--- config.mk ---
export PLATFORM = sky130hd
export DESIGN_NAME = svo_openldi_rx_flat
export DESIGN_NICKNAME = d
export VERILOG_FILES = /design/src/rtl/svo_openldi_rx_if.sv /design/src/rtl/svo_openldi_rx.sv /design/src/flat_wrapper.sv
export SDC_FILE = /design/constraint.sdc
export NUM_CORES = 1
export LEC_CHECK = 0
export ABC_AREA = 1
export ABC_CLOCK_PERIOD_IN_PS = 1500
export BUFFER_PORTS_ARGS = -buffer_cell sky130_fd_sc_hd__buf_4
export CORE_MARGIN = 1.5
export CORE_UTILIZATION = 51
export CTS_CLUSTER_DIAMETER = 30
export DETAILED_ROUTE_END_ITERATION = 8
export PLACE_DENSITY = 0.76
export SLEW_MARGIN = 20
export SYNTH_ARGS = -nofsm -noshare
export SYNTH_HDL_FRONTEND = slang
export SYNTH_SLANG_ARGS = --single-unit
--- constraint.sdc ---
create_clock -name clk -period 1.5 [get_ports clk]
set_input_delay 0.225 -clock clk [delete_from_list [all_inputs] [get_ports clk]]
set_output_delay 0.225 -clock clk [all_outputs]
set_load 0.005 [all_outputs]
--- src/rtl/svo_openldi_rx_if.sv ---
// Deserializer lane words in, decoded SVO video and link status out.
interface svo_openldi_rx_if;
  logic [6:0] in_c;
  logic [6:0] in_a0;
  logic [6:0] in_a1;
  logic [6:0] in_a2;
  logic [6:0] in_a3;
  logic       de;
  logic       vs;
  logic       hs;
  logic [7:0] r;
  logic [7:0] g;
  logic [7:0] b;
  logic       locked;
  logic [2:0] offset;
  logic [7:0] err_count;

  modport master (
    output in_c, in_a0, in_a1, in_a2, in_a3,
    input  de, vs, hs, r, g, b, locked, offset, err_count
  );

  modport slave (
    input  in_c, in_a0, in_a1, in_a2, in_a3,
    output de, vs, hs, r, g, b, locked, offset, err_count
  );
endinterface

--- src/rtl/svo_openldi_rx.sv ---
// OpenLDI receive: recovers word alignment from the clock lane and decodes
// the four data lanes back into r/g/b plus de/vs/hs.
module svo_openldi_rx #(
  parameter int unsigned LOCK_COUNT   = 4,
  parameter int unsigned UNLOCK_COUNT = 3
) (
  input  logic            clk,
  input  logic            resetn,
  svo_openldi_rx_if.slave bus
);
  localparam int unsigned WORD_W  = 7;
  localparam int unsigned LANES   = 5;
  localparam int unsigned OFF_W   = 3;
  localparam int unsigned CNT_W   = 4;
  localparam int unsigned ERR_W   = 8;
  localparam int unsigned VIDEO_W = 27;

  localparam logic [WORD_W-1:0] CLK_PATTERN   = 7'b1100011;
  localparam logic [OFF_W-1:0]  OFF_LAST      = 3'd6;
  localparam logic [ERR_W-1:0]  ERR_MAX       = 8'hFF;
  localparam logic [CNT_W-1:0]  LOCK_TARGET   = CNT_W'(LOCK_COUNT);
  localparam logic [CNT_W-1:0]  UNLOCK_TARGET = CNT_W'(UNLOCK_COUNT);

  typedef enum logic [1:0] {
    SEARCH = 2'd0,
    VERIFY = 2'd1,
    LOCKED = 2'd2
  } state_t;

  state_t                       state_q, state_d;
  logic [OFF_W-1:0]             offset_q, offset_d, offset_inc;
  logic [CNT_W-1:0]             match_q, match_d, match_inc;
  logic [CNT_W-1:0]             miss_q, miss_d, miss_inc;
  logic [ERR_W-1:0]             err_q, err_d;
  logic                         locked_q;
  logic [VIDEO_W-1:0]           video_q, video_d;
  logic [LANES-1:0][WORD_W-1:0] cur, prev_q, aligned;
  logic                         clk_match;

  // Lane 0 is the clock lane, lanes 1..4 are a0..a3.
  assign cur = {bus.in_a3, bus.in_a2, bus.in_a1, bus.in_a0, bus.in_c};

  // Offset k picks bits [13-k:7-k] of {prev, cur}.
  always_comb begin
    for (int unsigned i = 0; i < LANES; i++) begin
      aligned[i] = WORD_W'({prev_q[i], cur[i]} >> (4'd7 - {1'b0, offset_q}));
    end
  end

  assign clk_match  = (aligned[0] == CLK_PATTERN);
  assign offset_inc = (offset_q == OFF_LAST) ? '0 : offset_q + OFF_W'(1);
  assign match_inc  = match_q + CNT_W'(1);
  assign miss_inc   = miss_q + CNT_W'(1);

  // Alignment search / verify / lock tracking.
  always_comb begin
    state_d  = state_q;
    offset_d = offset_q;
    match_d  = match_q;
    miss_d   = miss_q;
    err_d    = err_q;
    case (state_q)
      SEARCH: begin
        if (clk_match) begin
          match_d = CNT_W'(1);
          state_d = (LOCK_TARGET == CNT_W'(1)) ? LOCKED : VERIFY;
        end else begin
          offset_d = offset_inc;
        end
      end
      VERIFY: begin
        if (clk_match) begin
          match_d = match_inc;
          if (match_inc == LOCK_TARGET) begin
            state_d = LOCKED;
          end
        end else begin
          state_d  = SEARCH;
          match_d  = '0;
          offset_d = offset_inc;
        end
      end
      LOCKED: begin
        if (clk_match) begin
          miss_d = '0;
        end else begin
          miss_d = miss_inc;
          if (err_q != ERR_MAX) begin
            err_d = err_q + ERR_W'(1);
          end
          if (miss_inc == UNLOCK_TARGET) begin
            state_d  = SEARCH;
            miss_d   = '0;
            match_d  = '0;
            offset_d = offset_inc;
          end
        end
      end
      default: begin
        state_d  = SEARCH;
        offset_d = '0;
        match_d  = '0;
        miss_d   = '0;
      end
    endcase
  end

  // Decode {de, vs, hs, r, g, b}; gated by the pre-edge state.
  always_comb begin
    video_d = '0;
    if (state_q == LOCKED) begin
      video_d = {aligned[3][6], aligned[3][5], aligned[3][4],
                 aligned[4][1:0], aligned[1][5:0],
                 aligned[4][3:2], aligned[2][4:0], aligned[1][6],
                 aligned[4][5:4], aligned[3][3:0], aligned[2][6:5]};
    end
  end

  always_ff @(posedge clk or negedge resetn) begin
    if (!resetn) begin
      state_q  <= SEARCH;
      offset_q <= '0;
      match_q  <= '0;
      miss_q   <= '0;
      err_q    <= '0;
      locked_q <= 1'b0;
      video_q  <= '0;
      prev_q   <= '0;
    end else begin
      state_q  <= state_d;
      offset_q <= offset_d;
      match_q  <= match_d;
      miss_q   <= miss_d;
      err_q    <= err_d;
      locked_q <= (state_d == LOCKED);
      video_q  <= video_d;
      prev_q   <= cur;
    end
  end

  assign {bus.de, bus.vs, bus.hs, bus.r, bus.g, bus.b} = video_q;
  assign bus.locked    = locked_q;
  assign bus.offset    = offset_q;
  assign bus.err_count = err_q;
endmodule

--- src/flat_wrapper.sv ---
// flat-port wrapper written by rule: the top's interface ports become plain ports
module svo_openldi_rx_flat 
#(
  parameter int unsigned LOCK_COUNT   = 4,
  parameter int unsigned UNLOCK_COUNT = 3
)
  (clk, resetn, bus_in_c, bus_in_a0, bus_in_a1, bus_in_a2, bus_in_a3, bus_de, bus_vs, bus_hs, bus_r, bus_g, bus_b, bus_locked, bus_offset, bus_err_count);
  svo_openldi_rx_if bus_i ();
  input  logic clk;
  input  logic resetn;
  input wire logic [$bits(bus_i.in_c)-1:0] bus_in_c;
  input wire logic [$bits(bus_i.in_a0)-1:0] bus_in_a0;
  input wire logic [$bits(bus_i.in_a1)-1:0] bus_in_a1;
  input wire logic [$bits(bus_i.in_a2)-1:0] bus_in_a2;
  input wire logic [$bits(bus_i.in_a3)-1:0] bus_in_a3;
  output wire logic [$bits(bus_i.de)-1:0] bus_de;
  output wire logic [$bits(bus_i.vs)-1:0] bus_vs;
  output wire logic [$bits(bus_i.hs)-1:0] bus_hs;
  output wire logic [$bits(bus_i.r)-1:0] bus_r;
  output wire logic [$bits(bus_i.g)-1:0] bus_g;
  output wire logic [$bits(bus_i.b)-1:0] bus_b;
  output wire logic [$bits(bus_i.locked)-1:0] bus_locked;
  output wire logic [$bits(bus_i.offset)-1:0] bus_offset;
  output wire logic [$bits(bus_i.err_count)-1:0] bus_err_count;
  assign bus_i.in_c = bus_in_c;
  assign bus_i.in_a0 = bus_in_a0;
  assign bus_i.in_a1 = bus_in_a1;
  assign bus_i.in_a2 = bus_in_a2;
  assign bus_i.in_a3 = bus_in_a3;
  assign bus_de = bus_i.de;
  assign bus_vs = bus_i.vs;
  assign bus_hs = bus_i.hs;
  assign bus_r = bus_i.r;
  assign bus_g = bus_i.g;
  assign bus_b = bus_i.b;
  assign bus_locked = bus_i.locked;
  assign bus_offset = bus_i.offset;
  assign bus_err_count = bus_i.err_count;
  svo_openldi_rx #(.LOCK_COUNT(LOCK_COUNT), .UNLOCK_COUNT(UNLOCK_COUNT)) u_core (.clk(clk), .resetn(resetn), .bus(bus_i));
endmodule
# Yosys cells after proc, flatten, opt, wreduce, memory -nomap -nowiden
# Index checks and enable logic that the tools add are counted.
# totals
inputBits	37
reg_bits	84
elab_cells	60
output_inout_bits	39
# classes
muxes	20
shift	5
n_eq_ne	12
add_sub_neg	5
bitwise_logic	1
n_reduce_logical	5
# ops
cell	count
right shift 14 x 4 -> 7 bit	4
two-way mux 27 bit	1
two-way mux 4 bit	6
right shift 14 x 4 -> 6 bit	1
two-way mux 3 bit	4
case mux 4 bit (3 select lines)	1
two-way mux 2 bit	5
AND reduction 3 bit	3
adder 4 x 1 -> 4 bit (second input constant)	2
adder 8 x 1 -> 8 bit (second input constant)	1
inequality test 8 bit (second input constant)	1
case mux 4 bit (2 select lines)	1
== test 7 bit (second input constant)	1
case mux 2 bit (3 select lines)	1
case mux 3 bit (2 select lines)	1
== test 2 bit (second input constant)	2
== test 4 x 2 -> 1 bit (second input constant)	1
== test 4 x 3 -> 1 bit (second input constant)	1
inequality test 2 x 1 -> 1 bit (second input constant)	2
inequality test 2 bit (second input constant)	2
subtractor 3 x 3 -> 4 bit (first input constant)	1
adder 3 x 1 -> 3 bit (second input constant)	1
== test 3 bit (second input constant)	1
== test 2 x 1 -> 1 bit (second input constant)	1
3 further kinds	3

# Longest topological paths before layout
# Gate-level depths: netlist of the first run.
# logic_depth
depth_word	6
depth_mapped	16

# Worst setup path before layout of the first run
# Ideal clock, no wire load.
# synth_path
kind	register -> register
startpoint	register u_core.offset_q[0] (netlist: u_core.bus.offset[0])
endpoint	register u_core.match_q[0]
t_arrival_ns	1.534
setup_slack_ns	-0.156
path_buffers	3
path_stages_with_launch	14
t_required_ns	1.379
setup_time_ns	0.121
cell_sequence	dfrtp_1 -> buf_6 -> buf_6 -> nand2_1 -> nand2_2 -> o21ai_2 -> nand2_1 -> nor2_1 -> nand3_2 -> buf_6 -> nand2_2 -> nand3_2 -> nand2_1 -> nand2_1
# synth_between
elab_chain_cells	5
elab_cells_between_ends	8
classes_between	add/sub (1); eq/ne (3); shift (1); mux (2); reduce/logical (1)
# synth_lines
element	line	text
start: declaration	svo_openldi_rx.sv:31	logic [OFF_W-1:0] offset_q, offset_d, offset_inc;
start signal: assignment	svo_openldi_rx.sv:131	offset_q <= offset_d;
subtractor 3 x 3 -> 4 bit *	svo_openldi_rx.sv:46	aligned[i] = WORD_W'({prev_q[i], cur[i]} >> (4'd7 - {1'b0, offset_q}));
right shift 14 x 4 -> 7 bit *	svo_openldi_rx.sv:46	
== test 7 bit *	svo_openldi_rx.sv:50	assign clk_match = (aligned[0] == CLK_PATTERN);
two-way mux 4 bit (tied with other cells)	svo_openldi_rx.sv:72	if (clk_match) begin
case mux 4 bit (3 select lines) or AND reduction 3 bit (tied branches)	n/a	
end signal: assignment	svo_openldi_rx.sv:132	match_q <= match_d;
end: declaration	svo_openldi_rx.sv:32	logic [CNT_W-1:0] match_q, match_d, match_inc;
# Every way passes the cells marked *; elsewhere a longest branch is shown, timed or not.
# A chain may end at the register's enable or synchronous reset.

# Final worst setup path of the first run
# layout_path
startpoint	register u_core.offset_q[0] (netlist: u_core.bus.offset[0])
endpoint	register u_core.match_q[1]
# The elaborated chain is that of the path after synthesis.

==> flow_summary.yaml, run 1 <==
setup_path:
  crit_path_max_incr_delay_ns: 0.52
  timing.critical_path.buf_inv: 2
  path_cells: "buf_6, nand2_2, nand2_2, o21ai_2, nand2_1, nor2_2, nand3_4, buf_6, nor2_4, nand3_1, nand2_1"
  worstPathRequired_ns: 1.79
  worst-endpoint-arrival_ns: 2.15
  timing_worst_setup_path_type: "flop to flop"
  cp_top_family: "simple AND/OR/NAND/NOR gates"
  critical_path.endpoint_type: "flop"
  crit_path_top_delay_cell: "sky130_fd_sc_hd__dfrtp_2"
  startpoint_type: "flop"
  critical_path_fanouts_max: 7
status:
  outcome: "complete, but fails checks"
  violations_in_the_final_reports: "setup timing"
yosys:
  post-synth-top-count-cell: "sky130_fd_sc_hd__nand2_1"
  netlist-cell-type-count: 36
  synth-warning-count: 0
  yosysSeqAreaShare: 0.455
  synth-adder-area-share: 0.0137
  synth_edf_count: 0
  synth-compound-area-share: 0.148
  most_used_standard_cells_in_the_synthesized_netlist: "sky130_fd_sc_hd__nand2_1 (189), sky130_fd_sc_hd__dfrtp_1 (83), sky130_fd_sc_hd__inv_1 (45)"
  ys_ff_latch: 83
  post_synth_and_or_nand_nor_area_fraction: 0.266
  biggest_area_consumer_among_synthesized_cells: "sky130_fd_sc_hd__dfrtp_1"
  synth_top_family_by_area: "simple AND/OR/NAND/NOR gates"
  muxShareOfSynthArea: 0.0153
  ys_async_sr_fraction: 1.00
  synth_top_cell_area_share: 0.455
  synth.top_cells.by_area: "sky130_fd_sc_hd__dfrtp_1 (45%), sky130_fd_sc_hd__nand2_1 (16%), sky130_fd_sc_hd__o21ai_0 (4.4%), sky130_fd_sc_hd__nand3_1 (3.8%), sky130_fd_sc_hd__inv_1 (3.7%)"
  syn_nets: 623
  netlist_area_um2: 4570
  ys_dominant_reg_cell: "sky130_fd_sc_hd__dfrtp_1"
  syn_avg_cell_area_um2: 7.86
  synth_xor_area_frac: 0.0211
  netlist_instances: 581
hold_path:
  hold_path_class: "input pin to flop"
grt:
  grt_max_degree: 53
  grt_overflow_total: 0
  global_route_wire_length_before_repair_um: 23000
  grt_use_total: 0.300
  antenna_found_initial: 0
  via_count_of_the_first_global_routing_pass: 4967
cts:
  cts_max_path_buffers: 2
  worst_setup_hold_path_clk_slew_ns: 0.09
  cts_root_buf: "sky130_fd_sc_hd__clkbuf_8"
  tritoncts: "yes"
  numClockSinks: 83
  cts_inserted_buffers: 9
  worstSkewPairLatency_ns: 0.36
  h_tree_depth: 3
power:
  p_per_area_nw_per_um2: 1660
  static-leakage-power_nw: 3.31
  power.share.combinational: 0.612
  proportion_of_power_drawn_by_the_clock_network: 0.141
  power.share.switching: 0.445
  net-switching-power_w: 0.00492
  power_w: 0.0111
  internal_power_w: 0.00615
  vdd_ir_drop_max_v: 0.00113
  seqPwrFrac: 0.247
drt:
  detail_route.wl_per_cell_um: 16.8
  post_drt_via_cell_ratio: 5.74
  detailedRoute.firstIterationViolations: 306
  route.final.wire_length_um: 14500
  drt-pass1-iter-count: 5
  route.detailed.drc: 0
  vias: 4939
  drtAntennaViolNets: 0
layout:
  diodes: 0
  cell_count_final_fillers_out: 861
  count_of_nets_after_finishing: 791
  final_layout_size_suffix_gt1_frac: 0.364
  final_core_util: 0.769
  layout-area-overhead-vs-synth_pct: 46.2
floorplan:
  placement_rows: 34
  dieWidth_um: 97.6
  ios: 76
  initial_utilization: 0.526
  die_footprint_um2: 9530
  design.core.area_um2: 8680
  die-height_um: 97.6
placed_design:
  dp_worst_setup_slack_ns: -0.274
  detailedPlacementHpwl_um: 9070
  post-place-cells: 800
  io_port_bufs: 75
  place_congestion: 0.892
sta:
  timing.slew.headroom: 0.707
  worst_hold_slack_ns: 0.0176
  max_slew.worst_pin.slew_ns: 0.438
  finalClockSkew_ns: 0.0157
  setup_ws_ns: -0.359
  hold_violations: 0
  post-route-min-period_ns: 1.86
  setup_viol_count_final: 50
  min_period_over_period: 1.24
  setup_repair_after_global_routing_missed_its_margin: "yes"
  clock.fmax_ghz: 0.538
  timing.final.max_slew_violations: 0
job:
  cap_violations: 0
[final timing paths]
check / start / endpoint / slack, ns / cells after the start
hold reg to reg: u_core.miss_q[3] / u_core.miss_q[3] / 0.54 / 2
max in group asynchronous: resetn / u_core.bus.offset[0] / 0.73 / 3
setup reg to reg: u_core.bus.offset[0] / u_core.match_q[1] / -0.36 / 11
setup / recovery: u_core.bus.offset[0] / u_core.match_q[1] / -0.36 / 11
min in group asynchronous: resetn / u_core.video_q[13] / 0.24 / 2
hold / removal: bus_in_a2[6] / u_core.prev_q[27] / 0.02 / 1
[power groups by stage]
stage               registers (W)  logic [W]  clock network (W)
global placement          0.00270    0.00506                  0
CTS                       0.00271    0.00624            0.00158
floorplan                 0.00268    0.00346                  0
global route              0.00276    0.00729            0.00165
finish                    0.00274    0.00677            0.00156
detailed placement        0.00271    0.00520                  0
[logic make-up (layout without fill, tap and decap cells)]
logic type,after synthesis,after routing
AO/OA/AOI/OAI,109,109
XOR/XNOR,11,11
adder cells (fa/ha/maj),5,5
buffers and inverters,79,251
flip-flops,83,83
multiplexers,7,7
AND/OR/NAND/NOR,287,287
[layout by cell type, fill, tap and decap left out, types with 4 or more instances in the layout]
master,count
sky130_fd_sc_hd__mux2i_4,4
sky130_fd_sc_hd__nand2_4,8
sky130_fd_sc_hd__o211ai_1,5
sky130_fd_sc_hd__o21ai_2,18
sky130_fd_sc_hd__a21oi_1,14
sky130_fd_sc_hd__a211oi_1,4
sky130_fd_sc_hd__inv_1,44
sky130_fd_sc_hd__clkbuf_8,9
sky130_fd_sc_hd__buf_12,4
sky130_fd_sc_hd__or2_2,5
sky130_fd_sc_hd__buf_4,139
sky130_fd_sc_hd__xnor2_1,7
sky130_fd_sc_hd__a31oi_1,7
sky130_fd_sc_hd__dlygate4sd3_1,33
sky130_fd_sc_hd__ha_1,5
sky130_fd_sc_hd__xor2_1,4
sky130_fd_sc_hd__nand3_2,7
sky130_fd_sc_hd__nor2_2,5
sky130_fd_sc_hd__nand2_1,160
sky130_fd_sc_hd__dfrtp_1,82
sky130_fd_sc_hd__o21ai_1,14
sky130_fd_sc_hd__nor2_1,31
sky130_fd_sc_hd__nand3_1,30
sky130_fd_sc_hd__a211oi_2,5
sky130_fd_sc_hd__o21ai_0,18
sky130_fd_sc_hd__buf_6,8
sky130_fd_sc_hd__nand2_2,30
[repair_timing]
action,CTS,global route
hold buffers,33,0
buffers inserted,9,1
resized for setup,88,31
hold endpoints to repair,102,0
pin swaps,28,9
setup endpoints to repair,49,51
gates cloned,4,0
[worst register-to-register path: stages, from the launching register on]
cell	delay, ns
sky130_fd_sc_hd__dfrtp_2	0.52
sky130_fd_sc_hd__buf_6	0.19
sky130_fd_sc_hd__nand2_2	0.07
sky130_fd_sc_hd__nand2_2	0.08
sky130_fd_sc_hd__o21ai_2	0.16
sky130_fd_sc_hd__nand2_1	0.09
sky130_fd_sc_hd__nor2_2	0.13
sky130_fd_sc_hd__nand3_4	0.13
sky130_fd_sc_hd__buf_6	0.15
sky130_fd_sc_hd__nor2_4	0.12
sky130_fd_sc_hd__nand3_1	0.09
sky130_fd_sc_hd__nand2_1	0.08
[layer usage]
| layer | global-route usage | wire (µm) |
|---|---|---|
| met1 | 0.352 | 5430 |
| met2 | 0.530 | 7430 |
| met3 | 0.0568 | 1120 |
| met4 | 0.137 | 503 |
| met5 | 0 | 0 |
[final cells by class]
class / instances / area (µm²)
clock buffer: 10 / 128
timing repair inverter: 1 / 6.26
multi-input combinational: 419 / 2480
clock inverter: 5 / 55.1
inverter: 49 / 194
tap: 108 / 135
sequential: 83 / 2080
fill: 620 / 2000
timing repair buffer: 186 / 1600
[metrics by stage]
step,instance area [µm²],TNS [ns]
6_report,6680,-11.62
5_1_grt,6680,-15.06
4_1_cts,6550,-8.75
3_5_place_dp,5620,-8.38
3_3_place_gp,5620,-6.06
2_1_floorplan,4590,-2.19
[flip-flops by register name (all words and copies together) (netlist names)]
register	flops
u_core.video_q	27
u_core.miss_q	4
u_core.bus.err_count	8
u_core.prev_q	34
u_core.bus.locked	1
u_core.bus.offset	3
u_core.match_q	4
u_core.state_q	2
Note: power is estimated with default switching activity, not from simulation.
==> run 2: changes to the inputs <==
--- a/config.mk
+++ b/config.mk
@@ -12,7 +12,7 @@
 export CORE_UTILIZATION = 51
 export CTS_CLUSTER_DIAMETER = 30
 export DETAILED_ROUTE_END_ITERATION = 8
-export PLACE_DENSITY = 0.76
+export PLACE_DENSITY = 0.74
 export SLEW_MARGIN = 20
 export SYNTH_ARGS = -nofsm -noshare
 export SYNTH_HDL_FRONTEND = slang
==> run 2 against run 1 <==
  * The flow still finishes with violations (setup timing)
  * Sequential cell count unchanged
  * Via count grew 0.36%
  * Clock skew down 0.0040 ns
  * Highest routed layer unchanged
==> flow_summary.yaml, run 2 (synthesis results as in run 1) <==
drt:
  detailedRoute.firstIterationViolations: 368
  route.final.wire_length_um: 15100
  drt-pass1-iter-count: 5
  detail_route.wl_per_cell_um: 17.6
  drtAntennaViolNets: 0
  route.detailed.drc: 0
  post_drt_via_cell_ratio: 5.78
  vias: 4957
placed_design:
  io_port_bufs: 75
  detailedPlacementHpwl_um: 8780
  post-place-cells: 799
  place_congestion: 0.914
sta:
  timing.slew.headroom: 0.379
  max_slew.worst_pin.slew_ns: 0.931
  setup_viol_count_final: 49
  timing.final.max_slew_violations: 0
  hold_violations: 0
  post-route-min-period_ns: 1.89
  setup_repair_after_global_routing_missed_its_margin: "yes"
  min_period_over_period: 1.26
  setup_ws_ns: -0.391
  finalClockSkew_ns: 0.0117
  clock.fmax_ghz: 0.529
layout:
  largest_reg_flops: 34
  nFillCells: 504
  layout.cells.most_common: "sky130_fd_sc_hd__nand2_1"
  final_layout_size_suffix_gt1_frac: 0.421
  layout-area-overhead-vs-synth_pct: 51.2
  mostFrequentLayoutCells: "sky130_fd_sc_hd__nand2_1 (146), sky130_fd_sc_hd__buf_4 (134), sky130_fd_sc_hd__dfrtp_1 (82)"
  cell_count_final_fillers_out: 858
  count_of_nets_after_finishing: 788
  register_ranked_first_by_flip_flop_count: "u_core.prev_q"
  diodes: 0
job:
  cap_violations: 0
grt:
  antenna_found_initial: 0
  grt_use_total: 0.299
  via_count_of_the_first_global_routing_pass: 4871
  grt_max_degree: 33
  global_route_wire_length_before_repair_um: 22800
  grt_overflow_total: 0
power:
  vdd_ir_drop_max_v: 0.00103
  p_per_area_nw_per_um2: 1760
  power_w: 0.0122
  static-leakage-power_nw: 3.38
cts:
  cts_root_buf: "sky130_fd_sc_hd__clkbuf_8"
  worstSkewPairLatency_ns: 0.35
  tritoncts: "yes"
  cts_inserted_buffers: 9
  worst_setup_hold_path_clk_slew_ns: 0.07
  cts_max_path_buffers: 2
  numClockSinks: 83
  h_tree_depth: 3
hold_path:
  hp-start: "bus_in_a1[5]"
  hold_path_class: "input pin to flop"
setup_path:
  crit_path_top_delay_cell: "sky130_fd_sc_hd__dfrtp_2"
  crit_path_max_incr_delay_ns: 0.48
  worstPathRequired_ns: 1.73
  path_cells: "buf_4, nand2_1, nand3_2, nand2_2, buf_4, buf_4, nand4_1, nand2_2, o211ai_1, nand2_1, nand2_1, nand2_1"
  timing_worst_setup_path_type: "flop to flop"
  crit_start: "u_core.bus.offset[0]"
  critical_path.endpoint_type: "flop"
  critical_path_fanouts_max: 6
  cp_top_family: "simple AND/OR/NAND/NOR gates"
  path_common_cell: "sky130_fd_sc_hd__nand2_1"
  worst-endpoint-arrival_ns: 2.12
  timing.rr.start: "u_core.bus.offset[0]"
  timing.critical_path.buf_inv: 3
  startpoint_type: "flop"
floorplan:
  ios: 76
  design.core.area_um2: 8680
  initial_utilization: 0.526
  die-height_um: 97.6
  dieWidth_um: 97.6
  placement_rows: 34
  die_footprint_um2: 9530
status:
  outcome: "complete, but fails checks"
  violations_in_the_final_reports: "setup timing"
-- run 2: cell count changes in the layout (fill, tap and decap cells not counted), sizes merged --
| cell | previous run | this run |
|---|---|---|
| bufbuf | 1 | 0 |
| clkinvlp | 2 | 0 |
| clkbuf | 10 | 13 |
| inv | 50 | 48 |
| dlygate4sd3 | 33 | 27 |
| buf | 152 | 157 |
-- run 2: worst register-to-register path, stage by stage (launching register included) --
cell and delay [ns]:
sky130_fd_sc_hd__dfrtp_2 0.48, sky130_fd_sc_hd__buf_4 0.18, sky130_fd_sc_hd__nand2_1 0.10, sky130_fd_sc_hd__nand3_2 0.10, sky130_fd_sc_hd__nand2_2 0.08, sky130_fd_sc_hd__buf_4 0.14
sky130_fd_sc_hd__buf_4 0.12, sky130_fd_sc_hd__nand4_1 0.11, sky130_fd_sc_hd__nand2_2 0.08, sky130_fd_sc_hd__o211ai_1 0.10, sky130_fd_sc_hd__nand2_1 0.14, sky130_fd_sc_hd__nand2_1 0.09
sky130_fd_sc_hd__nand2_1 0.05
-- run 2: timing repair --
item,in CTS,in global routing
hold buffers,25,2
pin swaps,17,23
gates resized for setup,103,82
setup buffers,11,5
setup endpoints to repair,49,50
hold endpoints to repair,44,2
cloned,2,0
-- run 2: per-stage QoR --
step / cell area (µm²) / utilization / setup TNS (ns) / hold slack [ns] / worst slack [ns]
6_report: 6910 / 0.796 / -12.03 / 0.00427 / -0.391
5_1_grt: 6910 / 0.796 / -16.41 / 0.00116 / -0.528
4_1_cts: 6540 / 0.754 / -6.74 / 0.0000739 / -0.283
3_5_place_dp: 5640 / 0.650 / -8.23 / 0.145 / -0.307
3_3_place_gp: 5640 / 0.650 / -6.16 / 0.148 / -0.244
2_1_floorplan: 4590 / - / -2.19 / -0.0706 / -0.152
-- run 2: layer usage --
layer,share of wire,GRT usage
met1,0.37,0.365
met3,0.076,0.0547
met5,0,0
met4,0.049,0.121
met2,0.50,0.520
-- run 2: worst paths after layout --
path	slack, ns	depth (start not counted)	to
setup / recovery	-0.39	12	u_core.bus.offset[0]
hold reg to reg	0.52	2	u_core.miss_q[3]
max in group asynchronous	0.71	3	u_core.video_q[5]
setup reg to reg	-0.39	12	u_core.bus.offset[0]
hold / removal	0.004	1	u_core.prev_q[19]
min in group asynchronous	0.31	2	u_core.prev_q[6]
-- run 2: cell type report --
| cell class | instances | area (µm²) | area share |
|---|---|---|---|
| Sequential cell | 83 | 2080 | 0.301 |
| Tap cell | 108 | 135 | 0.0196 |
| Multi-Input combinational cell | 419 | 2680 | 0.387 |
| Timing Repair Buffer | 184 | 1640 | 0.237 |
| Clock buffer | 13 | 159 | 0.0230 |
| Inverter | 49 | 189 | 0.0274 |
| Clock inverter | 2 | 35.0 | 0.00507 |
-- run 2: power by group --
part	switching, W	leakage, nW	internal, W	total (W)
sequential	0.000234	1.06	0.00247	0.00270
combinational	0.00440	2.22	0.00343	0.00783
clock	0.000788	0.0995	0.000852	0.00164
total	0.00542	3.38	0.00675	0.0122
==> run 3: changes to the inputs <==
--- a/config.mk
+++ b/config.mk
@@ -13,6 +13,7 @@
 export CTS_CLUSTER_DIAMETER = 30
 export DETAILED_ROUTE_END_ITERATION = 8
 export PLACE_DENSITY = 0.74
+export SKIP_LAST_GASP = 1
 export SLEW_MARGIN = 20
 export SYNTH_ARGS = -nofsm -noshare
 export SYNTH_HDL_FRONTEND = slang
==> run 3 against run 2 <==
  * The flow finishes with violations (hold timing, setup timing)
  * Clock skew shrank 0.0046 ns
  * Largest cell class unchanged
  * Largest power group unchanged
  * Critical path type unchanged
  * Highest routed layer unchanged
  * Non-clock buffer count up 2
  * Critical endpoint is now u_core.video_q[22]
  * Hold slack worse by 0.0064 ns
==> flow_summary.yaml, run 3 (synthesis results as in run 1) <==
setup_path:
  path_common_cell: "sky130_fd_sc_hd__buf_4"
  cp_top_family: "buffers and inverters"
  critical_path.endpoint_type: "flop"
  timing.critical_path.buf_inv: 4
  timing.rr.start: "u_core.bus.offset[0]"
  critical_path.endpoint: "u_core.video_q[22]"
  timing_worst_setup_path_type: "flop to flop"
  startpoint_type: "flop"
  worstPathRequired_ns: 1.73
  critical_path_fanouts_max: 12
  r2r_slack_ns: -0.40
  worstRegToRegCells: 8
  path_cells: "buf_12, buf_4, buf_16, mux2i_4, nand2_1, o21ai_1, buf_4, a211oi_1"
  reg2reg_to: "u_core.video_q[22]"
  crit_start: "u_core.bus.offset[0]"
  crit_path_top_delay_cell: "sky130_fd_sc_hd__dfrtp_2"
  worst-endpoint-arrival_ns: 2.13
  crit_path_max_incr_delay_ns: 0.48
  cp.depth: 8
power:
  p_per_area_nw_per_um2: 1750
  static-leakage-power_nw: 3.36
  vdd_ir_drop_max_v: 0.00102
drt:
  drtAntennaViolNets: 0
  detailedRoute.firstIterationViolations: 399
  drt-pass1-iter-count: 5
  detail_route.wl_per_cell_um: 17.5
  post_drt_via_cell_ratio: 5.75
  route.final.wire_length_um: 15000
  route.detailed.drc: 0
  vias: 4942
sta:
  timing.final.max_slew_violations: 0
  max_slew.worst_pin.slew_ns: 0.821
  setup_viol_count_final: 49
  post-route-min-period_ns: 1.90
  setup_repair_after_global_routing_missed_its_margin: "yes"
  hold_violations: 1
  finalClockSkew_ns: 0.00711
  min_period_over_period: 1.26
  timing.slew.headroom: 0.452
  worst_hold_slack_ns: -0.00217
  clock.fmax_ghz: 0.528
  setup_ws_ns: -0.396
placed_design:
  detailed_place.area_um2: 5640
  detailedPlacementHpwl_um: 8780
  place_congestion: 0.914
  dp_worst_setup_slack_ns: -0.307
  post-place-cells: 799
  io_port_bufs: 75
floorplan:
  die_footprint_um2: 9530
  die-height_um: 97.6
  placement_rows: 34
  dieWidth_um: 97.6
  ios: 76
  design.core.area_um2: 8680
  initial_utilization: 0.526
layout:
  finish.instance_area_um2: 6780
  register_ranked_first_by_flip_flop_count: "u_core.prev_q"
  count_of_nets_after_finishing: 790
  diodes: 0
  layout-area-overhead-vs-synth_pct: 48.4
  largest_reg_flops: 34
  cell_count_final_fillers_out: 860
  mostFrequentLayoutCells: "sky130_fd_sc_hd__nand2_1 (162), sky130_fd_sc_hd__buf_4 (141), sky130_fd_sc_hd__dfrtp_1 (82)"
  final_core_util: 0.781
  final_layout_size_suffix_gt1_frac: 0.374
  layout.cells.most_common: "sky130_fd_sc_hd__nand2_1"
grt:
  global_route_wire_length_before_repair_um: 22500
  antenna_found_initial: 0
  grt_max_degree: 33
  via_count_of_the_first_global_routing_pass: 4749
  grt_overflow_total: 0
  grt_use_total: 0.293
cts:
  worst_setup_hold_path_clk_slew_ns: 0.08
  worstSkewPairLatency_ns: 0.35
  cts_inserted_buffers: 9
  cts_root_buf: "sky130_fd_sc_hd__clkbuf_8"
  numClockSinks: 83
  tritoncts: "yes"
  cts_max_path_buffers: 2
  h_tree_depth: 3
hold_path:
  hold_path_class: "input pin to flop"
status:
  violations_in_the_final_reports: "hold timing, setup timing"
  outcome: "complete, but fails checks"
job:
  cap_violations: 0
## run 3: cell types whose count changed in the layout (fill, tap and decap cells not counted), moves of 5 or more
cell | previous run | this run
sky130_fd_sc_hd__buf_4 | 134 | 141
sky130_fd_sc_hd__buf_6 | 13 | 8
sky130_fd_sc_hd__nand2_1 | 146 | 162
sky130_fd_sc_hd__nand2_2 | 43 | 32
sky130_fd_sc_hd__o21ai_1 | 9 | 19
sky130_fd_sc_hd__o21ai_2 | 25 | 14
## run 3: power breakdown
part / switching, W / leakage (nW) / internal (W)
clock network: 0.000782 / 0.0995 / 0.000851
registers: 0.000230 / 1.06 / 0.00247
logic: 0.00417 / 2.20 / 0.00338
## run 3: cell type report
cell class                      count  area, µm²
Tap cell                          108        135
Multi-Input combinational cell    419       2530
Fill cell                         555       1900
Inverter                           49        189
Timing Repair Buffer              186       1650
Clock inverter                      2       35.0
Sequential cell                    83       2080
Clock buffer                       13        159
## run 3: worst min-delay path by stage
| stage | slack [ns] | cells past startpoint | from | to |
|---|---|---|---|---|
| 6_report | -0.002 | 1 | bus_in_a1[5] | u_core.prev_q[19] |
| 3_3_place_gp | 0.15 | 1 | resetn | u_core.video_q[20] |
| 2_1_floorplan | -0.07 | 0 | resetn | u_core.bus.err_count[0] |
| 4_1_cts | 0.00007 | 1 | bus_in_a1[5] | u_core.prev_q[19] |
| 3_5_place_dp | 0.15 | 1 | resetn | u_core.video_q[20] |
| 5_1_grt | -0.006 | 1 | bus_in_a3[5] | u_core.prev_q[33] |
## run 3: timing repair
item | CTS | global route
gates resized for setup | 64 | 66
gates cloned | 2 | 1
hold buffers | 26 | 1
setup buffers | 11 | 5
pin swaps | 16 | 21
hold endpoints to repair | 45 | 1
setup endpoints to repair | 49 | 50
## run 3: metal layers
layer  track usage  part of all wire
met5             0                 0
met4         0.110             0.048
met3        0.0561             0.074
met1         0.362              0.37
met2         0.509              0.51
## run 3: stage by stage
stage	power [W]	setup TNS, ns
global placement	0.00786	-6.16
finish	0.0119	-13.31
global route	0.0125	-16.96
detailed placement	0.00803	-8.23
CTS	0.0107	-8.59
floorplan	0.00614	-2.19
